===== src/rtl/dmem_arbiter.sv =====
// Round-robin arbiter sharing the single data-memory port between the core (C)
// and the debug/loader port (D); one access in flight at a time.
module dmem_arbiter #(
  parameter int ADDR_W  = 64,
  parameter int DATA_W  = 64,
  parameter int MEM_LAT = 1
) (
  input  logic              clk,
  input  logic              reset,
  input  logic              c_req,
  input  logic              c_we,
  input  logic [ADDR_W-1:0] c_addr,
  input  logic [DATA_W-1:0] c_wdata,
  output logic              c_ack,
  output logic [DATA_W-1:0] c_rdata,
  input  logic              d_req,
  input  logic              d_we,
  input  logic [ADDR_W-1:0] d_addr,
  input  logic [DATA_W-1:0] d_wdata,
  output logic              d_ack,
  output logic [DATA_W-1:0] d_rdata,
  output logic [ADDR_W-1:0] mem_addr,
  output logic [DATA_W-1:0] mem_wdata,
  output logic              mem_read,
  output logic              mem_write,
  input  logic [DATA_W-1:0] mem_rdata,
  output logic              grant,
  output logic              busy
);

  localparam int CNT_W = $clog2(MEM_LAT) + 1;

  typedef enum logic [1:0] {IDLE, BUSY, DONE} state_t;

  state_t              state_reg;
  logic                last_grant_reg;
  logic                we_reg;
  logic [CNT_W-1:0]    cnt_reg;
  logic                grant_reg;
  logic                busy_reg;
  logic                c_ack_reg;
  logic                d_ack_reg;
  logic                mem_read_reg;
  logic                mem_write_reg;
  logic [ADDR_W-1:0]   mem_addr_reg;
  logic [DATA_W-1:0]   mem_wdata_reg;
  logic [DATA_W-1:0]   c_rdata_reg;
  logic [DATA_W-1:0]   d_rdata_reg;

  logic any_req;
  logic pick_d;
  logic sel_we;

  // On a tie the port that did not win last time gets the memory.
  assign any_req = c_req | d_req;
  assign pick_d  = d_req & (~c_req | ~last_grant_reg);
  assign sel_we  = pick_d ? d_we : c_we;

  always_ff @(posedge clk) begin
    if (reset) begin
      state_reg      <= IDLE;
      last_grant_reg <= 1'b1;
      we_reg         <= 1'b0;
      cnt_reg        <= '0;
      grant_reg      <= 1'b0;
      busy_reg       <= 1'b0;
      c_ack_reg      <= 1'b0;
      d_ack_reg      <= 1'b0;
      mem_read_reg   <= 1'b0;
      mem_write_reg  <= 1'b0;
      mem_addr_reg   <= '0;
      mem_wdata_reg  <= '0;
      c_rdata_reg    <= '0;
      d_rdata_reg    <= '0;
    end else begin
      case (state_reg)
        IDLE: begin
          c_ack_reg <= 1'b0;
          d_ack_reg <= 1'b0;
          if (any_req) begin
            grant_reg      <= pick_d;
            last_grant_reg <= pick_d;
            we_reg         <= sel_we;
            mem_addr_reg   <= pick_d ? d_addr : c_addr;
            mem_wdata_reg  <= pick_d ? d_wdata : c_wdata;
            mem_read_reg   <= ~sel_we;
            mem_write_reg  <= sel_we;
            cnt_reg        <= CNT_W'(MEM_LAT - 1);
            busy_reg       <= 1'b1;
            state_reg      <= BUSY;
          end
        end
        BUSY: begin
          if (cnt_reg == '0) begin
            mem_read_reg  <= 1'b0;
            mem_write_reg <= 1'b0;
            if (!we_reg) begin
              if (grant_reg) d_rdata_reg <= mem_rdata;
              else           c_rdata_reg <= mem_rdata;
            end
            c_ack_reg <= ~grant_reg;
            d_ack_reg <= grant_reg;
            state_reg <= DONE;
          end else begin
            cnt_reg <= cnt_reg - CNT_W'(1);
          end
        end
        DONE: begin
          c_ack_reg <= 1'b0;
          d_ack_reg <= 1'b0;
          busy_reg  <= 1'b0;
          state_reg <= IDLE;
        end
        default: state_reg <= IDLE;
      endcase
    end
  end

  assign c_ack     = c_ack_reg;
  assign d_ack     = d_ack_reg;
  assign c_rdata   = c_rdata_reg;
  assign d_rdata   = d_rdata_reg;
  assign mem_addr  = mem_addr_reg;
  assign mem_wdata = mem_wdata_reg;
  assign mem_read  = mem_read_reg;
  assign mem_write = mem_write_reg;
  assign grant     = grant_reg;
  assign busy      = busy_reg;

endmodule

===== config.mk =====
export PLATFORM = sky130hd
export DESIGN_NAME = dmem_arbiter
export DESIGN_NICKNAME = d
export VERILOG_FILES = /design/src/rtl/dmem_arbiter.sv
export SDC_FILE = /design/constraint.sdc
export NUM_CORES = 1
export LEC_CHECK = 0
export BUFFER_PORTS_ARGS = -buffer_cell sky130_fd_sc_hd__buf_2
export CORE_AREA = 2 2 229 231
export CTS_BUF_LIST = sky130_fd_sc_hd__clkbuf_2 sky130_fd_sc_hd__clkbuf_4 sky130_fd_sc_hd__clkbuf_8
export DETAILED_ROUTE_END_ITERATION = 16
export DIE_AREA = 0 0 231 233
export HOLD_SLACK_MARGIN = 0.03
export SYNTH_ARGS = -nofsm -noshare
export SYNTH_HDL_FRONTEND = slang
export SYNTH_SLANG_ARGS = --single-unit

===== constraint.sdc =====
create_clock -name clk -period 2.3 [get_ports clk]
set_input_delay 0.46 -clock clk [delete_from_list [all_inputs] [get_ports clk]]
set_output_delay 0.46 -clock clk [all_outputs]
set_load 0.005 [all_outputs]

==> key figures, run 1 <==
Worst hold path
  – Hold depth: 3
  – Hold Path Sink: mem_wdata[18]$_SDFFE_PP0P_
  – Tightest Hold Check Type: in -> reg
  – HP Start: d_wdata[18]

Synthesis
  – Cells after Synth: 1311
  – Synth Register Bits: 266
  – Yosys top cell by area: dfxtp_1
  – Synth Net Count: 1637
  – Synth warnings: 0
  – Synth top area share: 51.9%
  – Syn_area_per_cell: 7.83 um^2
  – Unique cell type count in the Yosys netlist: 24
  – Top post-synthesis cells by area: dfxtp_1 (52%), nand2_1 (19%), a311oi_1 (11%)
  – Mapped cell area: 0.0103 mm^2
  – Register area share after synthesis: 51.9%

Power
  – Clk pwr share: 39.1%
  – Worst VDD drop: 420 uV
  – Internal: 0.00844 W
  – Sequential power share: 43.8%
  – Sw power: 0.00339 W
  – Leakage power total: 6.96 nW
  – Switching Share: 28.7%
  – Gate power share: 17.1%
  – Pwr dens: 790 mW/mm^2

Placement
  – RePlAce Congestion: 0.864
  – Final HPWL DP: 32.5 mm
  – Cell Area, Placed: 0.0140 mm^2
  – I/O Buffers: 587

STA
  – Rel. slew slack: 57.3%
  – Tightest Pin Transition: 0.641 ns
  – Hold WS: 0.114 ns
  – Slew Limit Fails: 0
  – Final setup fails: 0
  – Fmax achieved: 550 MHz
  – Final Hold Viols: 0
  – Setup_tns: 0 ns
  – Period utilisation layout: 79.1%
  – RSZ-0062 raised after global routing: no
  – Final Critical Period: 1.82 ns
  – Clk_skew: 0.0281 ns

Die
  – Core area: 0.0511 mm^2
  – Die X: 231 um
  – Die area: 0.0538 mm^2
  – Starting Density: 20.1%
  – Die Ht: 233 um
  – Row count: 83
  – I/O Pins: 588

Finish
  – Nets: 2195
  – Layout cells sized above 1: 37.4%
  – Final core occ: 29.3%
  – Final instance area: 0.0150 mm^2
  – Area Growth Syn to Fin: 46.0%
  – Fill cell count: 5603

Clock network
  – Root buffer cell: clkbuf_8
  – CTS sink cnt: 266
  – # Post-CTS Setup Buffers: 0
  – TritonCTS clock tree: yes
  – Reg clk slew, reported paths: 0.06 ns
  – Worst skew pair latency: 0.59 ns
  – Total CTS buffers: 48
  – CTS Hold Bufs: 0
  – Clk buf depth: 3
  – Resize count post-CTS: 0
  – CTS H-Tree Depth: 2

Critical path
  – FF-to-FF End: mem_addr[31]$_SDFFE_PP0P_
  – Reg2reg setup slack: 0.48 ns
  – CP required: 2.78 ns
  – FF-to-FF path depth: 5
  – Crit path arrival time: 2.29 ns
  – Endpoint type of the worst setup path: flop
  – CP startpoint kind: flop
  – CP Max Fanout: 128
  – FF-to-FF Start: state_reg[1]$_SDFFE_PP0P_
  – Critical path type: reg -> reg

Drt
  – Routed wl met3: 3.70 mm
  – Final routed DRC violation total: 0
  – Wirelength per Cell: 16.7 um
  – Top sig layer: met5
  – Via-to-Cell Ratio: 4.39
  – Met1 WL: 16.6 mm
  – Via count: 11.4k
  – Post-DRT Antenna Nets: 0
  – 1st-iter DRT viols: 464
  – Met2 wire length: 20.3 mm
  – Final WL: 43.1 mm
  – DR pass1 iterations: 5

Run
  – Max_cap viols: 0

Status
  – Status: finished, final reports clean

Global route
  – Grt ovf: 0
  – Largest net degree at the start of global routing: 129
  – Vias in the first global route: 10.9k
  – Initial antenna violation count: 7
  – Global-route wire length before repair: 62.7 mm
  – GRT Overall Usage: 15.1%
[power groups by stage]
stage / sequential [W] / clock (W) / combinational (W)
floorplan: 0.00529 / 0 / 0.000916
global placement: 0.00527 / 0 / 0.00202
detailed placement: 0.00529 / 0 / 0.00205
CTS: 0.00519 / 0.00481 / 0.00205
global route: 0.00523 / 0.00504 / 0.00223
finish: 0.00519 / 0.00463 / 0.00202
[cells in the final DEF, fill, tap and decap left out, types with 2 or more instances in the layout]
master and instances:
nor3_1 2, buf_4 18, buf_12 15, buf_2 586
clkbuf_8 63, nor3_4 2, a21oi_1 132, dfxtp_1 266
clkinv_2 9, clkbuf_4 12, nor2b_1 2, nand2_1 517
o21ai_0 3, diode_2 3, nor2_1 134, a311oi_1 128
[kinds of logic (layout without fill, tap and decap cells)]
| group | after synthesis | after routing | synth area share [%] |
|---|---|---|---|
| simple gates | 665 | 665 | 24.9 |
| compound gates | 266 | 266 | 17.7 |
| flops | 266 | 266 | 51.9 |
| buf+inv | 113 | 706 | 5.40 |
| mux | 1 | 1 | 0.0975 |
| other cells | 0 | 3 | 0 |
[per-stage QoR]
stage               power [W]  std cells  setup WS, ns
finish                 0.0118       2587         0.482
global route           0.0125       2585         0.365
CTS                    0.0121       2584         0.489
detailed placement    0.00733       2499         0.361
global placement      0.00729       2499         0.468
floorplan             0.00621       1311         0.820
[layout make-up]
cell class	instances	area, um^2	area share, %
diodes	3	7.51	0.0501
clock buffers	74	943	6.30
clock inverters	11	62.6	0.418
inverters	1	3.75	0.0251
multi-input cells	932	4410	29.4
flip-flops and latches	266	5330	35.5
well taps	680	851	5.68
repair buffers	620	3380	22.6
[worst max-delay path by stage]
stage                                         start                        end  slack (ns)  cells past startpoint
after floorplan           state_reg[1]$_SDFFE_PP0P_   d_rdata[10]$_SDFFE_PP0P_        0.82                      6
after global placement                        d_req  mem_addr[15]$_SDFFE_PP0P_        0.47                      6
after detailed placement                      d_req  mem_addr[31]$_SDFFE_PP0P_        0.36                      6
after CTS                        grant$_SDFFE_PP0P_                      grant        0.49                      1
after global routing      state_reg[1]$_SDFFE_PP0P_  mem_addr[21]$_SDFFE_PP0P_        0.37                      5
final                     state_reg[1]$_SDFFE_PP0P_  mem_addr[31]$_SDFFE_PP0P_        0.48                      5
[metal layers]
layer / GRT usage, % / vias to the layer above
met4: 9.09 / 2
met5: 0 / -
met2: 25.4 / 527
met1: 16.9 / 5187
met3: 4.51 / 104
li1: - / 5546
[critical path, cell delays in order (launching register included)]
cell and delay [ns]:
dfxtp_1 0.30, buf_4 0.18, nor3_4 0.30, buf_12 0.43
nor2_1 0.08, a311oi_1 0.30
[synth_stat cells]
library cell,count
nor2b_1,2
nor3b_1,1
nor3_4,2
or3b_1,1
nor2_1,134
a311oi_1,128
mux2i_1,1
or3_1,2
inv_1,1
clkbuf_1,52
nand3b_1,1
buf_2,47
a21boi_1,1
nand2b_1,1
buf_4,7
a211oi_1,1
a21oi_1,132
nand2b_2,1
o31ai_1,1
dfxtp_1,266
buf_6,6
o21ai_0,3
nand2_1,518
nor3_1,2
Power figures use the tool's default switching activity.
==> run 2, diff against run 1 <==
==> constraint.sdc (replaced) <==
create_clock -name clk -period 1.8 [get_ports clk]
set_input_delay 0.36 -clock clk [delete_from_list [all_inputs] [get_ports clk]]
set_output_delay 0.36 -clock clk [all_outputs]
set_load 0.005 [all_outputs]
==> run 2 against run 1 <==
Combinational power is 68% higher; register-to-register slack worse by 0.44 ns; highest routed layer is now met4; critical path type unchanged; clock power is 24% higher.
==> key figures, run 2 (synthesized netlist as in run 1, its figures left out) <==
Critical path
  – Worst-path cell chain: buf_4 -> nor3_4 -> buf_4 -> buf_12 -> buf_4 -> nor2_1 -> a311oi_2 (was buf_4 -> nor3_4 -> buf_12 -> nor2_1 -> a311oi_1)
  – FF-to-FF End: mem_addr[12]$_SDFFE_PP0P_ (was mem_addr[31]$_SDFFE_PP0P_)
  – Endpoint type of the worst setup path: flop (unchanged)
  – Most used cell, CP: buf_4
  – Critical path type: reg -> reg (unchanged)
  – Slowest CP cell: dfxtp_1 (was buf_12)
  – CP required: 2.29 ns (was 2.78 ns)
  – CP startpoint kind: flop (unchanged)
  – CP Max Fanout: 24 (was 128)
  – Crit path arrival time: 2.25 ns (was 2.29 ns)
  – FF-to-FF path depth: 7 (was 5)
  – FF-to-FF Start: state_reg[0]$_SDFFE_PP0P_ (was state_reg[1]$_SDFFE_PP0P_)
  – Reg2reg setup slack: 0.04 ns (was 0.48 ns)
  – CP peak stage delay: 0.34 ns (was 0.43 ns)

Global route
  – Vias in the first global route: 13.3k (was 10.9k)
  – Grt ovf: 0 (unchanged)
  – GRT Overall Usage: 17.6% (was 15.1%)
  – Initial antenna violation count: 0 (was 7)
  – Global-route wire length before repair: 73.8 mm (was 62.7 mm)
  – Largest net degree at the start of global routing: 65 (was 129)

STA
  – Period utilisation layout: 97.7% (was 79.1%)
  – Hold WS: 0.104 ns (was 0.114 ns)
  – Tightest Pin Transition: 0.503 ns (was 0.641 ns)
  – Clk_skew: 0.0205 ns (was 0.0281 ns)
  – Slew Limit Fails: 0 (unchanged)
  – Final setup fails: 0 (unchanged)
  – RSZ-0062 raised after global routing: yes (was no)
  – Rel. slew slack: 66.5% (was 57.3%)
  – Final Hold Viols: 0 (unchanged)
  – Final Critical Period: 1.76 ns (was 1.82 ns)
  – Fmax achieved: 569 MHz (was 550 MHz)

Placement
  – RePlAce Congestion: 0.875 (was 0.864)
  – I/O Buffers: 587 (unchanged)
  – Placed cells: 2531 (was 2499)
  – Final HPWL DP: 33.6 mm (was 32.5 mm)

Die
  – I/O Pins: 588 (unchanged)
  – Core area: 0.0511 mm^2 (unchanged)
  – Die X: 231 um (unchanged)
  – Row count: 83 (unchanged)
  – Die Ht: 233 um (unchanged)
  – Die area: 0.0538 mm^2 (unchanged)
  – Starting Density: 20.1% (unchanged)

Run
  – Max_cap viols: 0 (unchanged)

Drt
  – Via-to-Cell Ratio: 4.52 (was 4.39)
  – 1st-iter DRT viols: 599 (was 464)
  – Via count: 13.2k (was 11.4k)
  – Wirelength per Cell: 17.0 um (was 16.7 um)
  – Final WL: 49.8 mm (was 43.1 mm)
  – Final routed DRC violation total: 0 (unchanged)
  – Post-DRT Antenna Nets: 0 (unchanged)
  – DR pass1 iterations: 5 (unchanged)

Finish
  – Area Growth Syn to Fin: 79.7% (was 46.0%)
  – Layout cells sized above 1: 33.2% (was 37.4%)
  – Final core occ: 36.1% (was 29.3%)
  – Most frequent cells in the layout: buf_2 (586), nand2_1 (517), dlygate4sd3_1 (312) (was buf_2 (586), nand2_1 (517), dfxtp_1 (266))
  – Nets: 2540 (was 2195)
  – Commonest non-fill, non-tap cell in the layout: buf_2 (unchanged)
  – Fill cell count: 5107 (was 5603)
  – Final instance count without filler cells: 2925 (was 2587)

Worst hold path
  – Hold Path Sink: mem_wdata[43]$_SDFFE_PP0P_ (was mem_wdata[18]$_SDFFE_PP0P_)
  – Hold depth: 3 (unchanged)
  – HP Start: c_wdata[43] (was d_wdata[18])
  – Tightest Hold Check Type: in -> reg (unchanged)

Clock network
  – Total CTS buffers: 48 (unchanged)
  – CTS H-Tree Depth: 2 (unchanged)
  – CTS sink cnt: 266 (unchanged)
  – Root buffer cell: clkbuf_8 (unchanged)
  – Reg clk slew, reported paths: 0.06 ns (about the same)
  – TritonCTS clock tree: yes (unchanged)
  – Clk buf depth: 3 (unchanged)
  – Worst skew pair latency: 0.60 ns (was 0.59 ns)

Power
  – Worst VDD drop: 441 uV (was 420 uV)
  – Leakage power total: 8.42 nW (was 6.96 nW)
  – Pwr dens: 855 mW/mm^2 (was 790 mW/mm^2)

Status
  – Status: finished, final reports clean (unchanged)
==> run 2: changes by cell type in the layout (fill, tap and decap cells not counted), moves of 2 or more <==
cell           before  now
a311oi_1          128  126
a311oi_2            0    2
buf_12             15   25
buf_4              18   40
clkbuf_8           63   59
clkinv_2            9    5
clkinvlp_4          0    4
diode_2             3    1
dlygate4sd3_1       0  312
==> run 2: worst max-delay path by stage <==
stage	from	to	cells past startpoint
after floorplan	state_reg[1]$_SDFFE_PP0P_	d_rdata[10]$_SDFFE_PP0P_	6
after global placement	d_req	mem_read$_SDFFE_PP0P_	7
after detailed placement	d_req	mem_read$_SDFFE_PP0P_	7
after CTS	last_grant_reg$_SDFFE_PP1P_	mem_read$_SDFFE_PP0P_	6
after global routing	state_reg[0]$_SDFFE_PP0P_	mem_addr[1]$_SDFFE_PP0P_	7
final	state_reg[0]$_SDFFE_PP0P_	mem_addr[12]$_SDFFE_PP0P_	7
==> run 2: metrics by stage <==
stage          setup WS [ns]  TNS [ns]  total power (W)  area, um^2
2_1_floorplan          0.320         0          0.00793       10300
3_3_place_gp         -0.0521    -0.118          0.00948       14300
3_5_place_dp         -0.0775    -0.176          0.00953       14300
4_1_cts               0.0866         0           0.0159       18400
5_1_grt              -0.0378    -0.259           0.0166       18400
6_report              0.0411         0           0.0158       18400
==> run 2: per-layer routing <==
layer	track usage, %	part of all wire (%)
met1	19.1	37
met3	4.83	8.6
met4	11.7	6.4
met5	0	0
met2	30.0	48
==> run 2: area by class of cell <==
class	count	area [um^2]	share of cell area [%]
sequential	266	5330	28.9
inverter	1	3.75	0.0204
multi-input combinational	932	4420	24.0
clock buffer	71	896	4.86
timing repair buffer	965	6880	37.3
tap	680	851	4.61
antenna	1	2.50	0.0136
clock inverter	9	55.1	0.299
==> run 2: critical path: cells and delay by family (launching register included) <==
family          cells  cell delay, ns
compound gates      1            0.30
flops               1            0.34
buf+inv             4            0.70
simple gates        2            0.30
==> run 2: power by group <==
part | switching, W | internal [W] | total [W] | leakage (nW)
combinational | 0.00172 | 0.00167 | 0.00339 | 5.74
sequential | 0.000269 | 0.00636 | 0.00663 | 2.18
clock | 0.00259 | 0.00316 | 0.00575 | 0.497
==> run 2: timing repair <==
action / 4_1_cts / 5_1_grt
hold buffers: 312 / 0
setup buffers: 0 / 1
gates resized for setup: 0 / 4
hold endpoints to repair: 252 / 0
endpoints found under the setup margin: 0 / 10
